**src/rtl/sap3_link_pkg.sv**
```systemverilog
// Shared types and helpers for the serial link arbiter.
package sap3_link_pkg;

    typedef enum logic [1:0] {IDLE, HDR, DATA, GAP} link_state_t;

    // ID width that never collapses to zero, so a 1-bit header exists even for tiny N
    function automatic int clog2_min1(input int n);
        return (n <= 2) ? 1 : $clog2(n);
    endfunction

endpackage

```
**src/rtl/rr_arbiter.sv**
```systemverilog
// Purpose: round-robin priority search starting one past the last winner.
// Latency: combinational.
// Backpressure: none; the caller decides when the grant is taken.
module rr_arbiter
    import sap3_link_pkg::*;
#(
    parameter  int N    = 2,
    localparam int ID_W = clog2_min1(N)
) (
    input  logic [N-1:0]    req,
    input  logic [ID_W-1:0] ptr,
    output logic            gnt_valid,
    output logic [ID_W-1:0] gnt_id
);

    logic [ID_W-1:0] idx;

    always_comb begin
        gnt_valid = 1'b0;
        gnt_id    = '0;
        idx       = '0;
        for (int k = 1; k <= N; k++) begin
            idx = ID_W'((32'(ptr) + 32'(k)) % 32'(N));
            if (!gnt_valid && req[idx]) begin
                gnt_valid = 1'b1;
                gnt_id    = idx;
            end
        end
    end

endmodule

```
**src/rtl/serial_link_arbiter.sv**
```systemverilog
// Purpose: shares one serial pin among NUM_REQ byte sources; frame = ID header, data MSB-first, idle gap.
// Latency: first header bit on serial_out 1 clk after the granting bit_en edge; ack pulses on that same clk.
// Backpressure: requesters hold req/data until ack; req is only sampled at frame boundaries.
module serial_link_arbiter
    import sap3_link_pkg::*;
#(
    parameter  int WIDTH      = 8,
    parameter  int NUM_REQ    = 2,
    parameter  int GAP_CYCLES = 1,
    localparam int ID_W       = clog2_min1(NUM_REQ)
) (
    input  logic                     clk,
    input  logic                     rst_n,
    input  logic                     bit_en,
    input  logic [NUM_REQ-1:0]       req,
    input  logic [NUM_REQ*WIDTH-1:0] data,
    output logic [NUM_REQ-1:0]       ack,
    output logic                     serial_out,
    output logic                     frame_start,
    output logic                     busy,
    output logic [ID_W-1:0]          grant_id
);

    localparam int SH_W    = ID_W + WIDTH;
    localparam int CNT_MAX = (SH_W > GAP_CYCLES) ? SH_W : GAP_CYCLES;
    localparam int CNT_W   = $clog2(CNT_MAX + 1);

    // Counter runs continuously through header and data, restarts for the gap
    localparam logic [CNT_W-1:0] HDR_LAST  = CNT_W'(ID_W - 1);
    localparam logic [CNT_W-1:0] DATA_LAST = CNT_W'(SH_W - 1);
    localparam logic [CNT_W-1:0] GAP_LAST  = CNT_W'((GAP_CYCLES > 0) ? GAP_CYCLES - 1 : 0);

    link_state_t      state, state_nxt;
    logic [SH_W-1:0]  shreg;
    logic [CNT_W-1:0] cnt;
    logic [ID_W-1:0]  ptr;
    logic             gnt_valid;
    logic [ID_W-1:0]  gnt_id;
    logic             arb, load, shift, cnt_clr, cnt_inc;

    rr_arbiter #(.N(NUM_REQ)) u_rr (
        .req       (req),
        .ptr       (ptr),
        .gnt_valid (gnt_valid),
        .gnt_id    (gnt_id)
    );

    always_ff @(posedge clk or negedge rst_n) begin
        if (!rst_n) state <= IDLE;
        else        state <= state_nxt;
    end

    always_comb begin
        state_nxt   = state;
        arb         = 1'b0;
        load        = 1'b0;
        shift       = 1'b0;
        cnt_clr     = 1'b0;
        cnt_inc     = 1'b0;
        serial_out  = 1'b0;
        frame_start = 1'b0;
        busy        = (state != IDLE);
        case (state)
            IDLE: arb = bit_en;
            HDR: begin
                serial_out  = shreg[SH_W-1];
                frame_start = (cnt == '0);
                if (bit_en) begin
                    shift   = 1'b1;
                    cnt_inc = 1'b1;
                    if (cnt == HDR_LAST) state_nxt = DATA;
                end
            end
            DATA: begin
                serial_out = shreg[SH_W-1];
                if (bit_en) begin
                    shift = 1'b1;
                    if (cnt == DATA_LAST) begin
                        cnt_clr = 1'b1;
                        if (GAP_CYCLES == 0) arb = 1'b1;
                        else                 state_nxt = GAP;
                    end else begin
                        cnt_inc = 1'b1;
                    end
                end
            end
            GAP: begin
                if (bit_en) begin
                    if (cnt == GAP_LAST) begin
                        cnt_clr = 1'b1;
                        arb     = 1'b1;
                    end else begin
                        cnt_inc = 1'b1;
                    end
                end
            end
            default: state_nxt = IDLE;
        endcase
        // Frame boundary doubles as the arbitration point so frames can run back-to-back
        if (arb) begin
            cnt_clr = 1'b1;
            if (gnt_valid) begin
                load      = 1'b1;
                state_nxt = HDR;
            end else begin
                state_nxt = IDLE;
            end
        end
    end

    always_ff @(posedge clk or negedge rst_n) begin
        if (!rst_n) begin
            shreg    <= '0;
            cnt      <= '0;
            ptr      <= ID_W'(NUM_REQ - 1);
            grant_id <= '0;
            ack      <= '0;
        end else begin
            ack <= '0;
            if (load) begin
                shreg       <= {gnt_id, data[gnt_id*WIDTH +: WIDTH]};
                ptr         <= gnt_id;
                grant_id    <= gnt_id;
                ack[gnt_id] <= 1'b1;
            end else if (shift) begin
                shreg <= {shreg[SH_W-2:0], 1'b0};
            end
            if (cnt_clr)      cnt <= '0;
            else if (cnt_inc) cnt <= cnt + 1'b1;
        end
    end

endmodule

```
**config.mk**
```make
export PLATFORM = sky130hd
export DESIGN_NAME = serial_link_arbiter
export DESIGN_NICKNAME = d
export VERILOG_FILES = /design/src/rtl/sap3_link_pkg.sv /design/src/rtl/rr_arbiter.sv /design/src/rtl/serial_link_arbiter.sv
export SDC_FILE = /design/constraint.sdc
export NUM_CORES = 1
export LEC_CHECK = 0
export BUFFER_PORTS_ARGS = -buffer_cell sky130_fd_sc_hd__buf_2
export CAP_MARGIN = 20
export CELL_PAD_IN_SITES_DETAIL_PLACEMENT = 0
export CELL_PAD_IN_SITES_GLOBAL_PLACEMENT = 1
export CORE_AREA = 2 2 58 73
export CTS_CLUSTER_SIZE = 30
export DETAILED_ROUTE_END_ITERATION = 7
export DIE_AREA = 0 0 60 75
export PLACE_DENSITY_LB_ADDON = 0.12
export SLEW_MARGIN = 20
export SYNTH_ARGS = -nofsm -noshare
export SYNTH_HDL_FRONTEND = slang
export SYNTH_SLANG_ARGS = --single-unit
```
**constraint.sdc**
```tcl
create_clock -name clk -period 2.7 [get_ports clk]
set_input_delay 0.135 -clock clk [delete_from_list [all_inputs] [get_ports clk]]
set_output_delay 0.135 -clock clk [all_outputs]
set_load 0.02 [all_outputs]
```
# Word level (Yosys, flattened, before mapping)

Index checks and enable logic that the tools add are counted.

Bits in registers: 19
Input port bits: 21

Equal/unequal tests: 8
Order comparisons: 4
Reductions and logical operators: 11
Shifts and indexed selects: 1
Add/sub/neg operators: 3
Mux-type cells: 40

Operators with widths:

| operator            | count |
|---|---|
| $mux 1              | 25 |
| $mux 9              | 2 |
| $shiftx 16x5->8     | 1 |
| $mux 2              | 6 |
| $ne 3x3->1 const B  | 4 |
| $mux 4              | 2 |
| $lt 1x2->1 const B  | 3 |
| $reduce_bool 2->1   | 3 |
| $reduce_and 5->1    | 1 |
| $add 4x1->4 const B | 1 |
| $eq 2x2->1 const B  | 2 |
| $eq 4x4->1 const B  | 1 |
| $logic_not 4->1     | 1 |
| $pmux 1 s2          | 2 |
| $pmux 2 s2          | 1 |
| $pmux 1 s3          | 1 |
| $reduce_bool 3->1   | 1 |
| $add 1x1->1 const B | 2 |
| $eq 2x1->1 const B  | 1 |
| $logic_and 1x1->1   | 2 |
| $logic_not 2->1     | 1 |
| $reduce_or 2->1     | 1 |
| $demux 1 s1         | 1 |
| $ge 1x1->1 const B  | 1 |
| $logic_not 1->1     | 1 |

# Logic depth before layout (Yosys ltp)

Gate-level depths: netlist (run 1).

Depth in word-level cells: 12
Depth in mapped cells: 8
Depth with buffers taken out: 6

# By module

A second synthesis (run 1) with hierarchy kept.

Cells, all modules: 133
Area, all modules: 1,231.2 um^2

By module, submodules not included:

| module              | area an instance (um^2) | cells an instance | sequential area each (um^2) | times used |
|---|---|---|---|---|
| serial_link_arbiter | 1,217.4                 | 131               | 476.7                       | 1 |
| rr_arbiter          | 13.8                    | 2                 | 0.0                         | 1 |

# Worst setup path before layout (run 1)

No wires, ideal clock.

Path kind: flip-flop to flip-flop
Start: reg state[0]
End: reg shreg[1]
Data required time: 2.575 ns
Cell stages (with the launch flop): 8
Data arrival time: 1.805 ns
Setup slack: 0.770 ns
Period minus slack after synthesis: 1.930 ns
Cell sequence: dfrtp_1 -> inv_1 -> ha_1 -> clkdlybuf4s15_2 -> nand2b_4 -> a211oi_4 -> o22ai_1 -> mux2_4

Longest elaborated chain between the ends: 4
Elaborated cells on any way between the ends: 10

Ends and longest elaborated chain:

| what                                          | line                       | source |
|---|---|---|
| start: declaration                            | serial_link_arbiter.sv:33  | `link_state_t state, state_nxt;` |
| start signal: assignment                      | serial_link_arbiter.sv:50  | `else state <= state_nxt;` |
| $eq 2x2->1, or another cell as far along      | serial_link_arbiter.sv:63  | `case (state)` |
| $pmux 1 s2 or $reduce_or 2->1 (tied branches) | n/a                        |  |
| $mux 1, on equally long branches              | n/a                        |  |
| $mux 9 or $reduce_bool 2->1 (tied branches)   | n/a                        |  |
| end signal: assignment                        | serial_link_arbiter.sv:121 | `shreg <= {gnt_id, data[gnt_id*WIDTH +: WIDTH]};` |
| end signal: assignment                        | serial_link_arbiter.sv:126 | `shreg <= {shreg[SH_W-2:0], 1'b0};` |
| end: declaration                              | serial_link_arbiter.sv:34  | `logic [SH_W-1:0] shreg;` |

Parallel ways exist; a longest one is shown, timed or not.
A chain may end at the register's enable or synchronous reset.

# Worst setup path after layout (run 1)

Start: reg state[0]
End: reg shreg[6]

The elaborated chain is that of the path after synthesis.

==> impl_metrics.ini, run 1 <==
[clocking]
cts-resized-gates = 0
cts.reportedPaths.clkPinSlew_ns = 0.07
tritoncts.num_buffers = 3
h-tree-depth = 1
clock_sinks = 19
cts-root-buf = sky130_fd_sc_hd__clkbuf_8
cts_tree = built
ctsLongestPathBuffers = 2
clk_latency_ns = 0.25

[hold_path]
timing.hold.worst.start = data[8]
hold_path_class = in -> reg

[cells_and_area]
mostFrequentLayoutCells = sky130_fd_sc_hd__buf_2, sky130_fd_sc_hd__dfrtp_1, sky130_fd_sc_hd__inv_1
multi_input_area_um2 = 703.2
num_antenna_cells = 0
layout-area-overhead-vs-synth_pct = 14.31
regArea_um2 = 476.7
postLayoutCellArea_um2 = 1479
nets = 175
finalCoreUtilization_pct = 39.07
layout-drive-gt1-share_pct = 31.51
final.fill_count = 400
final_common_cell = sky130_fd_sc_hd__buf_2

[floorplanning]
floorplan.die.height_um = 75
core.rowCount = 25
io_pins = 27
floorplan.initialDensity_pct = 34.18
design.core.area_um2 = 3785
die_outline_width_um = 60
design.die.area_um2 = 4500

[critical_path]
cp.buffers_inverters = 1
worstSetupEndpointType = flop
worst_setup_path_start_kind = flop
reg2reg_from = state[0]
critical_path.cell_chain = inv_1, ha_1, nand2b_4, a211oi_4, o22ai_1, mux2_4
critical-path-slowest-cell = sky130_fd_sc_hd__a211oi_4
worst_setup_path_startpoint = state[0]
critPathArrivalTime_ns = 2.21
crit_type = reg -> reg
worst_path_largest_cell_delay_ns = 0.45
critPathMaxFanout = 9
worst_ep_required_ns = 2.84
path_delay_family = compound AO/OA/AOI/OAI gates

[power]
max-vdd-ir-drop_v = 0.0003273
power.leakage_uw = 0.0006725
powerDensity_nw_per_um2 = 954.5

[synthesis]
ys.warnings.count = 0
yosys.area.top_type = sky130_fd_sc_hd__dfrtp_1
post_synth_main_area_contributors = sky130_fd_sc_hd__dfrtp_1, sky130_fd_sc_hd__mux2_4, sky130_fd_sc_hd__ha_1
syn-instance-count = 122
synthDistinctLibCells = 44
seq_area_frac_synth_pct = 36.85
postSynthRegisterBits = 19
synth_top_cell_area_share_pct = 34.82
syn_area_um2 = 1294
postSynthNetCount = 150
synth.avg_cell_area_um2 = 10.60

[timing]
final.min_clock_period_ns = 2.071
finalHoldViolCount = 0
rsz0062_at_grt = no
relative_slew_slack_pct = 65.91
timing.final.crit_share_pct = 76.69
timing_max_transition_violations_final = 0
setup-violations-final = 0
fmax_mhz = 482.9
hold-worst-slack_ns = 0.1770
worst_slew_pin_slew_ns = 0.5112
finClkSkew_ns = 0.001389
fin_setup_tns_ns = 0

[drt]
detailed_route_vias_per_instance = 4.855
routed_wire_length_per_instance_um = 13.45
totalWireLength_mm = 2.689
drt_iter0_markers = 15
drt_pre_antenna_iters = 5
drt.antenna.violating_nets = 0
vias = 971
number_of_design_rule_violations_left_after_detail_routing = 0

[placement]
dp_hpwl_mm = 2.093
place_congestion = 0.7731
postPlaceCellArea_um2 = 1423
port_buffers = 26

[global_routing]
grt.total_usage_pct = 13.46
busiest_layer = met2
vias_in_the_first_global_route = 1011
grt_start_max_net_pins = 20
use_met3_pct = 1.718
grt_util_met1_pct = 16.33
use_met2_pct = 23.91
grt_first_pass_wirelength_mm = 4.623
number_of_antenna_violations_at_the_first_check_in_global_routing = 0
overflow = 0

[outcome]
run_status = completed

[run]
maxCapViolations = 0
==> registers in the layout, indices dropped and copies added (netlist names) <==
name,count
ptr,1
shreg,9
ack,2
state,2
grant_id,1
cnt,4
==> repair_timing <==
action	CTS	global route
hold buffers	1	0
hold endpoints to repair	18	0
setup buffers	0	0
endpoints found under the setup margin	0	0
==> path summary, 6_finish.rpt <==
check | endpoint | slack [ns] | cells after the start
worst max-delay path | shreg[6] | 0.63 | 6
worst min-delay path | shreg[0] | 0.18 | 3
worst max register to register | shreg[6] | 0.63 | 6
worst min register to register | grant_id | 0.48 | 1
max in group asynchronous | ptr | 2.01 | 2
min in group asynchronous | shreg[5] | 0.35 | 2
==> per-stage QoR <==
| stage | setup slack (ns) | power [uW] | cells |
|---|---|---|---|
| 2_1_floorplan | 0.7701 | 1114 | 122 |
| 3_3_place_gp | 0.6042 | 1224 | 195 |
| 3_5_place_dp | 0.5975 | 1233 | 195 |
| 4_1_cts | 0.5913 | 1436 | 200 |
| 5_1_grt | 0.5050 | 1531 | 200 |
| 6_report | 0.6293 | 1412 | 200 |
==> cells by family (layout without fill, tap and decap cells) <==
logic type,after synthesis,after routing,share of synthesized area [%]
and+or+nand+nor,31,31,15.96
DFF,19,19,36.85
AOI/OAI and AO/OA,34,34,20.12
adders and majority gates,7,7,6.770
muxes,10,10,10.16
buffers and inverters,19,43,8.800
xor gates and xnor gates,2,2,1.354
==> Yosys cell counts <==
library cell / count
sky130_fd_sc_hd__o211ai_1: 1
sky130_fd_sc_hd__nor3_1: 2
sky130_fd_sc_hd__nand3b_1: 1
sky130_fd_sc_hd__xor2_1: 1
sky130_fd_sc_hd__nand4bb_4: 1
sky130_fd_sc_hd__buf_2: 2
sky130_fd_sc_hd__and4bb_2: 1
sky130_fd_sc_hd__nand3_1: 1
sky130_fd_sc_hd__nor4_1: 1
sky130_fd_sc_hd__a211oi_4: 1
sky130_fd_sc_hd__mux2_2: 1
sky130_fd_sc_hd__mux2_4: 6
sky130_fd_sc_hd__a21boi_2: 1
sky130_fd_sc_hd__dfrtp_1: 18
sky130_fd_sc_hd__a21oi_1: 4
sky130_fd_sc_hd__nor3b_1: 2
sky130_fd_sc_hd__nand4b_1: 1
sky130_fd_sc_hd__nand2_1: 3
sky130_fd_sc_hd__a21o_1: 1
sky130_fd_sc_hd__nand4_1: 1
sky130_fd_sc_hd__a32oi_1: 8
sky130_fd_sc_hd__a211oi_2: 1
sky130_fd_sc_hd__o22ai_1: 7
sky130_fd_sc_hd__mux2i_1: 3
sky130_fd_sc_hd__clkbuf_8: 1
sky130_fd_sc_hd__and2_1: 2
sky130_fd_sc_hd__and3_1: 1
sky130_fd_sc_hd__o21ai_2: 1
sky130_fd_sc_hd__ha_1: 7
sky130_fd_sc_hd__dfstp_2: 1
sky130_fd_sc_hd__nand2b_4: 1
sky130_fd_sc_hd__or2_2: 1
sky130_fd_sc_hd__nor2_1: 7
sky130_fd_sc_hd__o21ai_0: 4
sky130_fd_sc_hd__a31oi_1: 2
sky130_fd_sc_hd__a32o_1: 1
sky130_fd_sc_hd__nand2b_1: 3
sky130_fd_sc_hd__buf_6: 3
sky130_fd_sc_hd__clkdlybuf4s15_2: 1
sky130_fd_sc_hd__o221ai_1: 1
sky130_fd_sc_hd__o21a_1: 1
sky130_fd_sc_hd__nor2b_1: 2
sky130_fd_sc_hd__xnor2_1: 1
sky130_fd_sc_hd__inv_1: 12
==> layer usage <==
metal  part of all wire, %  wire length, um  vias to the layer above
met5                     0                0                        -
met2                    53             1415                       16
met1                    44             1176                      462
met4                  0.93               25                        0
li1                      -                -                      491
met3                   2.6               71                        2
==> area by class of cell <==
cell class,instances,area share (%)
well taps,54,4.569
clock buffers,3,2.792
inverters,12,3.046
multi-input cells,84,47.55
clock inverters,1,0.3384
flip-flops and latches,19,32.23
repair buffers,27,9.475
==> report_power, final <==
group | internal, uW | switching (uW)
clock | 102 | 93.9
sequential | 379 | 74.2
combinational | 354 | 409
==> worst register-to-register path, stage by stage (launching register included) <==
cell,delay [ns]
sky130_fd_sc_hd__dfrtp_1,0.37
sky130_fd_sc_hd__inv_1,0.10
sky130_fd_sc_hd__ha_1,0.42
sky130_fd_sc_hd__nand2b_4,0.20
sky130_fd_sc_hd__a211oi_4,0.45
sky130_fd_sc_hd__o22ai_1,0.15
sky130_fd_sc_hd__mux2_4,0.28
(Power assumes the default switching activity.)
==> run 2: changes to the inputs <==
ABC_AREA = 1   (was default)
CORE_AREA = 2 2 57 73   (was 2 2 58 73)
DIE_AREA = 0 0 59 75   (was 0 0 60 75)
clock period = 1.7 ns   (was 2.7 ns; I/O delays follow)
==> run 2 against run 1 <==
Net effect: clock-buffer cell count rose by 1; wire length fell by 0.52%; maximum frequency rose by 28%; largest cell class unchanged; critical path type unchanged; clock skew rose by 0.00067 ns; core utilization rose by 1.3 points; combinational power rose by 78%; flip-flop and latch count did not move; register-to-register slack got worse by 0.54 ns; area after synthesis fell by 4.7%; synthesized cell count rose by 43%; die area fell by 1.7%.
==> impl_metrics.ini, run 2 <==
[synthesis]
parity_gate_share_of_the_synthesized_area_counting_xor_and_xnor_cells_pct = 1.421
postSynthNetCount = 202
seq_area_frac_synth_pct = 38.68
postSynth.asyncResetShare_pct = 100.0
synth_top_cell_area_share_pct = 36.55
post_synth_main_area_contributors = sky130_fd_sc_hd__dfrtp_1, sky130_fd_sc_hd__nand2_1, sky130_fd_sc_hd__ha_1
synth_compound_area_share_pct = 1.929
synth_enable_flop_cells = 0
syn_area_um2 = 1232
yosys-top-cells-count = sky130_fd_sc_hd__nand2_1, sky130_fd_sc_hd__dfrtp_1, sky130_fd_sc_hd__inv_1
combinational_family_with_the_most_area_after_synthesis = simple AND/OR/NAND/NOR gates
postSynthRegisterBits = 19
synth.avg_cell_area_um2 = 7.083
synth_simple_gate_area_share_pct = 44.47
ys.warnings.count = 0
post-synth-top-count-cell = sky130_fd_sc_hd__nand2_1
synthDistinctLibCells = 22
syn-instance-count = 174
synth_flop_cell = sky130_fd_sc_hd__dfrtp_1
adder_cell_fraction_of_synth_area_pct = 7.107
post_synth_mux_area_share_pct = 0
yosys.area.top_type = sky130_fd_sc_hd__dfrtp_1

[timing]
fin_setup_tns_ns = 0
relative_slew_slack_pct = 71.25
postLayoutSetupSlackWorst_ns = 0.08722
timing_max_transition_violations_final = 0
timing.final.crit_share_pct = 94.87
worst_slew_pin_slew_ns = 0.4313
hold-worst-slack_ns = 0.05255
final.min_clock_period_ns = 1.613
fmax_mhz = 620.0
rsz0062_at_grt = yes
setup-violations-final = 0
finalHoldViolCount = 0
finClkSkew_ns = 0.002061

[power]
power.leakage_uw = 0.0008815
powerDensity_nw_per_um2 = 1638
max-vdd-ir-drop_v = 0.0003644

[drt]
number_of_design_rule_violations_left_after_detail_routing = 0
vias = 1127
detailed_route_vias_per_instance = 4.563
routed_wire_length_per_instance_um = 10.83
drt.antenna.violating_nets = 0
drt_iter0_markers = 25
drt_pre_antenna_iters = 4
totalWireLength_mm = 2.675

[clocking]
tritoncts.num_buffers = 3
ctsLongestPathBuffers = 2
clk_latency_ns = 0.25
cts-root-buf = sky130_fd_sc_hd__clkbuf_8
clock_sinks = 19
cts_tree = built
cts.reportedPaths.clkPinSlew_ns = 0.07
h-tree-depth = 1

[global_routing]
grt_first_pass_wirelength_mm = 4.574
overflow = 0
vias_in_the_first_global_route = 1084
number_of_antenna_violations_at_the_first_check_in_global_routing = 0
grt.total_usage_pct = 13.40
grt_start_max_net_pins = 20

[critical_path]
r2r_slack_ns = 0.09
worst_setup_path_startpoint = state[0]
worst_ep_required_ns = 1.84
critical_path.cell_chain = inv_1, ha_1, nor2_1, nor2_1, nand2_1, o21ai_2, nand2_1, nand3_1, nand2_1
path_common_cell = sky130_fd_sc_hd__nand2_1
critPathArrivalTime_ns = 1.76
worstSetupEndpointType = flop
cp.buffers_inverters = 1
worst_setup_path_start_kind = flop
critPathMaxFanout = 5
crit_type = reg -> reg
path_delay_family = simple AND/OR/NAND/NOR gates
critical-path-slowest-cell = sky130_fd_sc_hd__dfrtp_1
worst_path_largest_cell_delay_ns = 0.41
reg2reg_from = state[0]

[cells_and_area]
final_common_cell = sky130_fd_sc_hd__nand2_1
layout-drive-gt1-share_pct = 24.15
final.fill_count = 388
top_register = shreg
nets = 236
multi_input_area_um2 = 689.4
reg.largest.list = shreg: 9 flops, cnt: 4 flops
postLayoutCellArea_um2 = 1491
largest_reg_flops = 9
mostFrequentLayoutCells = sky130_fd_sc_hd__nand2_1, sky130_fd_sc_hd__buf_2, sky130_fd_sc_hd__dfrtp_1
fin_cells = 247
regArea_um2 = 476.7
num_antenna_cells = 0
layout-area-overhead-vs-synth_pct = 21.02

[placement]
detailedPlace.worstSlack_ns = 0.01721
dp_hpwl_mm = 2.144
port_buffers = 26
place_congestion = 0.8352
postPlaceCellArea_um2 = 1409
place_inst = 240

[floorplanning]
core.rowCount = 25
floorplan.initialDensity_pct = 33.39
io_pins = 27
floorplan.die.height_um = 75
design.core.area_um2 = 3691
design.die.area_um2 = 4425
die_outline_width_um = 59

[hold_path]
hold_path_class = in -> reg
timing.hold.worst.start = data[0]

[run]
maxCapViolations = 0

[outcome]
run_status = completed
-- run 2: cell types whose count changed in the layout (fill, tap and decap cells not counted), sizes merged, moves of 3 or more --
cell,previous run,this run
a21oi,4,1
a32oi,8,0
buf,26,29
inv,12,18
mux2,7,0
mux2i,3,0
nand2,3,96
nand2b,4,0
nand3,1,13
nand4,1,4
o22ai,7,0
-- run 2: area by class of cell --
cell class	count	share of cell area [%]
clock buffers	4	3.020
well taps	40	3.356
inverters	18	4.530
multi-input cells	136	46.22
repair buffers	30	10.91
flip-flops and latches	19	31.96
-- run 2: worst paths after layout --
check | end | depth (start not counted)
worst max register to register | cnt[2] | 9
max in group asynchronous | ptr | 2
worst min register to register | ptr | 2
worst max-delay path | cnt[2] | 9
min in group asynchronous | ack[0] | 2
worst min-delay path | shreg[0] | 3
-- run 2: tightest hold or removal path, cell delays in order --
cell and delay, ns:
sky130_fd_sc_hd__buf_2 0.07, sky130_fd_sc_hd__nand2_1 0.04, sky130_fd_sc_hd__nand3_1 0.07
-- run 2: repair_timing --
item                                    CTS  global route
gates resized for setup                   0             1
setup buffers                             0             2
endpoints found under the setup margin    0            14
hold buffers                              1             0
endpoints found under the hold margin    18             0
-- run 2: logic make-up after synthesis --
group | after synthesis
DFF | 19
AOI/OAI and AO/OA | 4
and+or+nand+nor | 123
adders and majority gates | 7
xor gates and xnor gates | 2
buffers and inverters | 19
-- run 2: report_power, final --
group / switching, uW / total, uW / internal (uW) / leakage (uW)
Sequential: 126 / 777 / 651 / 0.000248
Combinational: 857 / 1360 / 500 / 0.000611
Clock: 142 / 308 / 166 / 0.0000228
Total: 1120 / 2440 / 1320 / 0.000881
-- run 2: layer usage --
layer | track usage (%) | wire length, um
met3 | 1.546 | 89
met1 | 15.63 | 1172
met4 | 4.545 | 33
met2 | 25.06 | 1380
met5 | 0 | 0
-- run 2: metrics by stage --
step	utilization (%)	power (uW)
3_3_place_gp	38.17	2075
5_1_grt	40.41	2691
4_1_cts	39.66	2405
2_1_floorplan	-	1757
6_report	40.41	2443
3_5_place_dp	38.17	2083
==> run 3: changes to the inputs <==
PLACE_DENSITY = 0.69   (was default)
PLACE_DENSITY_LB_ADDON = default   (was 0.12)
==> run 3 against run 2 <==
Net effect: global-route usage up 0.28 points; non-clock buffer count unchanged; clock-buffer cell count unchanged; final area up 1.7%; sequential share of layout area down 0.53 points; via count up 2.2%; die area unchanged; critical endpoint is now shreg[0].
==> impl_metrics.ini, run 3 (synthesis gave the netlist of run 2 again) <==
[clocking]
ctsLongestPathBuffers = 2
cts.reportedPaths.clkPinSlew_ns = 0.07
clock_sinks = 19
clk_latency_ns = 0.25
cts-root-buf = sky130_fd_sc_hd__clkbuf_8
cts_tree = built
tritoncts.num_buffers = 3
h-tree-depth = 1

[timing]
timing_max_transition_violations_final = 0
finClkSkew_ns = 0.002296
timing.final.crit_share_pct = 92.42
fin_setup_tns_ns = 0
worst_slew_pin_slew_ns = 0.4279
setup-violations-final = 0
finalHoldViolCount = 0
fmax_mhz = 636.4
hold-worst-slack_ns = 0.05706
postLayoutSetupSlackWorst_ns = 0.1288
final.min_clock_period_ns = 1.571
relative_slew_slack_pct = 71.47

[placement]
port_buffers = 26
place_congestion = 0.8521
dp_hpwl_mm = 2.090
detailedPlace.worstSlack_ns = -0.001096

[floorplanning]
floorplan.die.height_um = 75
design.die.area_um2 = 4425
io_pins = 27
core.rowCount = 25
die_outline_width_um = 59
floorplan.initialDensity_pct = 33.39
design.core.area_um2 = 3691

[drt]
wl_met3_um = 62
route.top_layer_used = met4
met1_length_mm = 1.170
routed_wire_length_per_instance_um = 10.90
drt_iter0_markers = 58
number_of_design_rule_violations_left_after_detail_routing = 0
drt.antenna.violating_nets = 0
vias = 1152
totalWireLength_mm = 2.704
wl_met2_mm = 1.426
drt_pre_antenna_iters = 2
detailed_route_vias_per_instance = 4.645

[cells_and_area]
final_common_cell = sky130_fd_sc_hd__nand2_1
layout-drive-gt1-share_pct = 25.48
final.fill_count = 402
layout-area-overhead-vs-synth_pct = 23.05
num_antenna_cells = 0
regArea_um2 = 476.7
mostFrequentLayoutCells = sky130_fd_sc_hd__nand2_1, sky130_fd_sc_hd__buf_2, sky130_fd_sc_hd__dfrtp_1
reg.largest.list = shreg: 9 flops, cnt: 4 flops
nets = 237
top_register = shreg
multi_input_area_um2 = 714.4
largest_reg_flops = 9

[power]
max-vdd-ir-drop_v = 0.0005323
power.leakage_uw = 0.0008900
powerDensity_nw_per_um2 = 1644

[critical_path]
worst_ep_required_ns = 1.84
critPathArrivalTime_ns = 1.71
crit_type = reg -> reg
worstSetupEndpointType = flop
worst_r2r_path_depth = 8
critPathMaxFanout = 8
worst_setup_path_start_kind = flop

[global_routing]
vias_in_the_first_global_route = 1091
number_of_antenna_violations_at_the_first_check_in_global_routing = 0
grt_first_pass_wirelength_mm = 4.650
grt_start_max_net_pins = 20
overflow = 0
grt.total_usage_pct = 13.68

[hold_path]
whs_path_depth = 3
hold_path_class = in -> reg

[outcome]
run_status = completed

[run]
maxCapViolations = 0
run 3: through the flow:
stage	instance area [um2]	total power, uW	util, %	instances
2_1_floorplan	1232	1757	-	174
3_3_place_gp	1409	2062	38.17	240
3_5_place_dp	1409	2079	38.17	240
4_1_cts	1471	2411	39.86	246
5_1_grt	1516	2741	41.08	248
6_report	1516	2493	41.08	248
run 3: path summary, 6_finish.rpt:
| path | from | to | slack (ns) |
|---|---|---|---|
| min in group asynchronous | rst_n | ack[0] | 0.30 |
| hold / removal | data[8] | shreg[0] | 0.06 |
| hold reg to reg | ptr | ptr | 0.48 |
| setup reg to reg | state[1] | shreg[0] | 0.13 |
| max in group asynchronous | rst_n | ptr | 1.07 |
| setup / recovery | state[1] | shreg[0] | 0.13 |
run 3: metal layers:
layer  vias up  GRT usage, %
met5         -             0
met2        24         24.07
met4         0         6.566
li1        604             -
met1       520         16.49
met3         4         1.546
run 3: critical path, cell delays in order (launching register included):
cell and delay, ns:
sky130_fd_sc_hd__dfrtp_1 0.41, sky130_fd_sc_hd__inv_1 0.15, sky130_fd_sc_hd__ha_4 0.23, sky130_fd_sc_hd__nor2_4 0.17, sky130_fd_sc_hd__nand3_4 0.15, sky130_fd_sc_hd__nand2_4 0.12
sky130_fd_sc_hd__inv_2 0.08, sky130_fd_sc_hd__nand2_1 0.07, sky130_fd_sc_hd__nand3_1 0.06
run 3: final cells by class:
class | count | area share (%)
clock buffers | 4 | 2.970
inverters | 18 | 4.455
multi-input cells | 137 | 47.11
flip-flops and latches | 19 | 31.44
well taps | 40 | 3.300
repair buffers | 30 | 10.73
run 3: power breakdown:
part / switching [uW] / internal [uW]
Combinational: 888 / 513
Sequential: 131 / 651
Clock: 143 / 166
run 3: repair_timing:
action / in CTS / in global routing
gates resized for setup: 0 / 5
hold endpoints to repair: 18 / 0
gates cloned: 0 / 1
hold buffers: 1 / 0
setup endpoints to repair: 1 / 15
buffers inserted: 1 / 1
pin swaps: 1 / 2
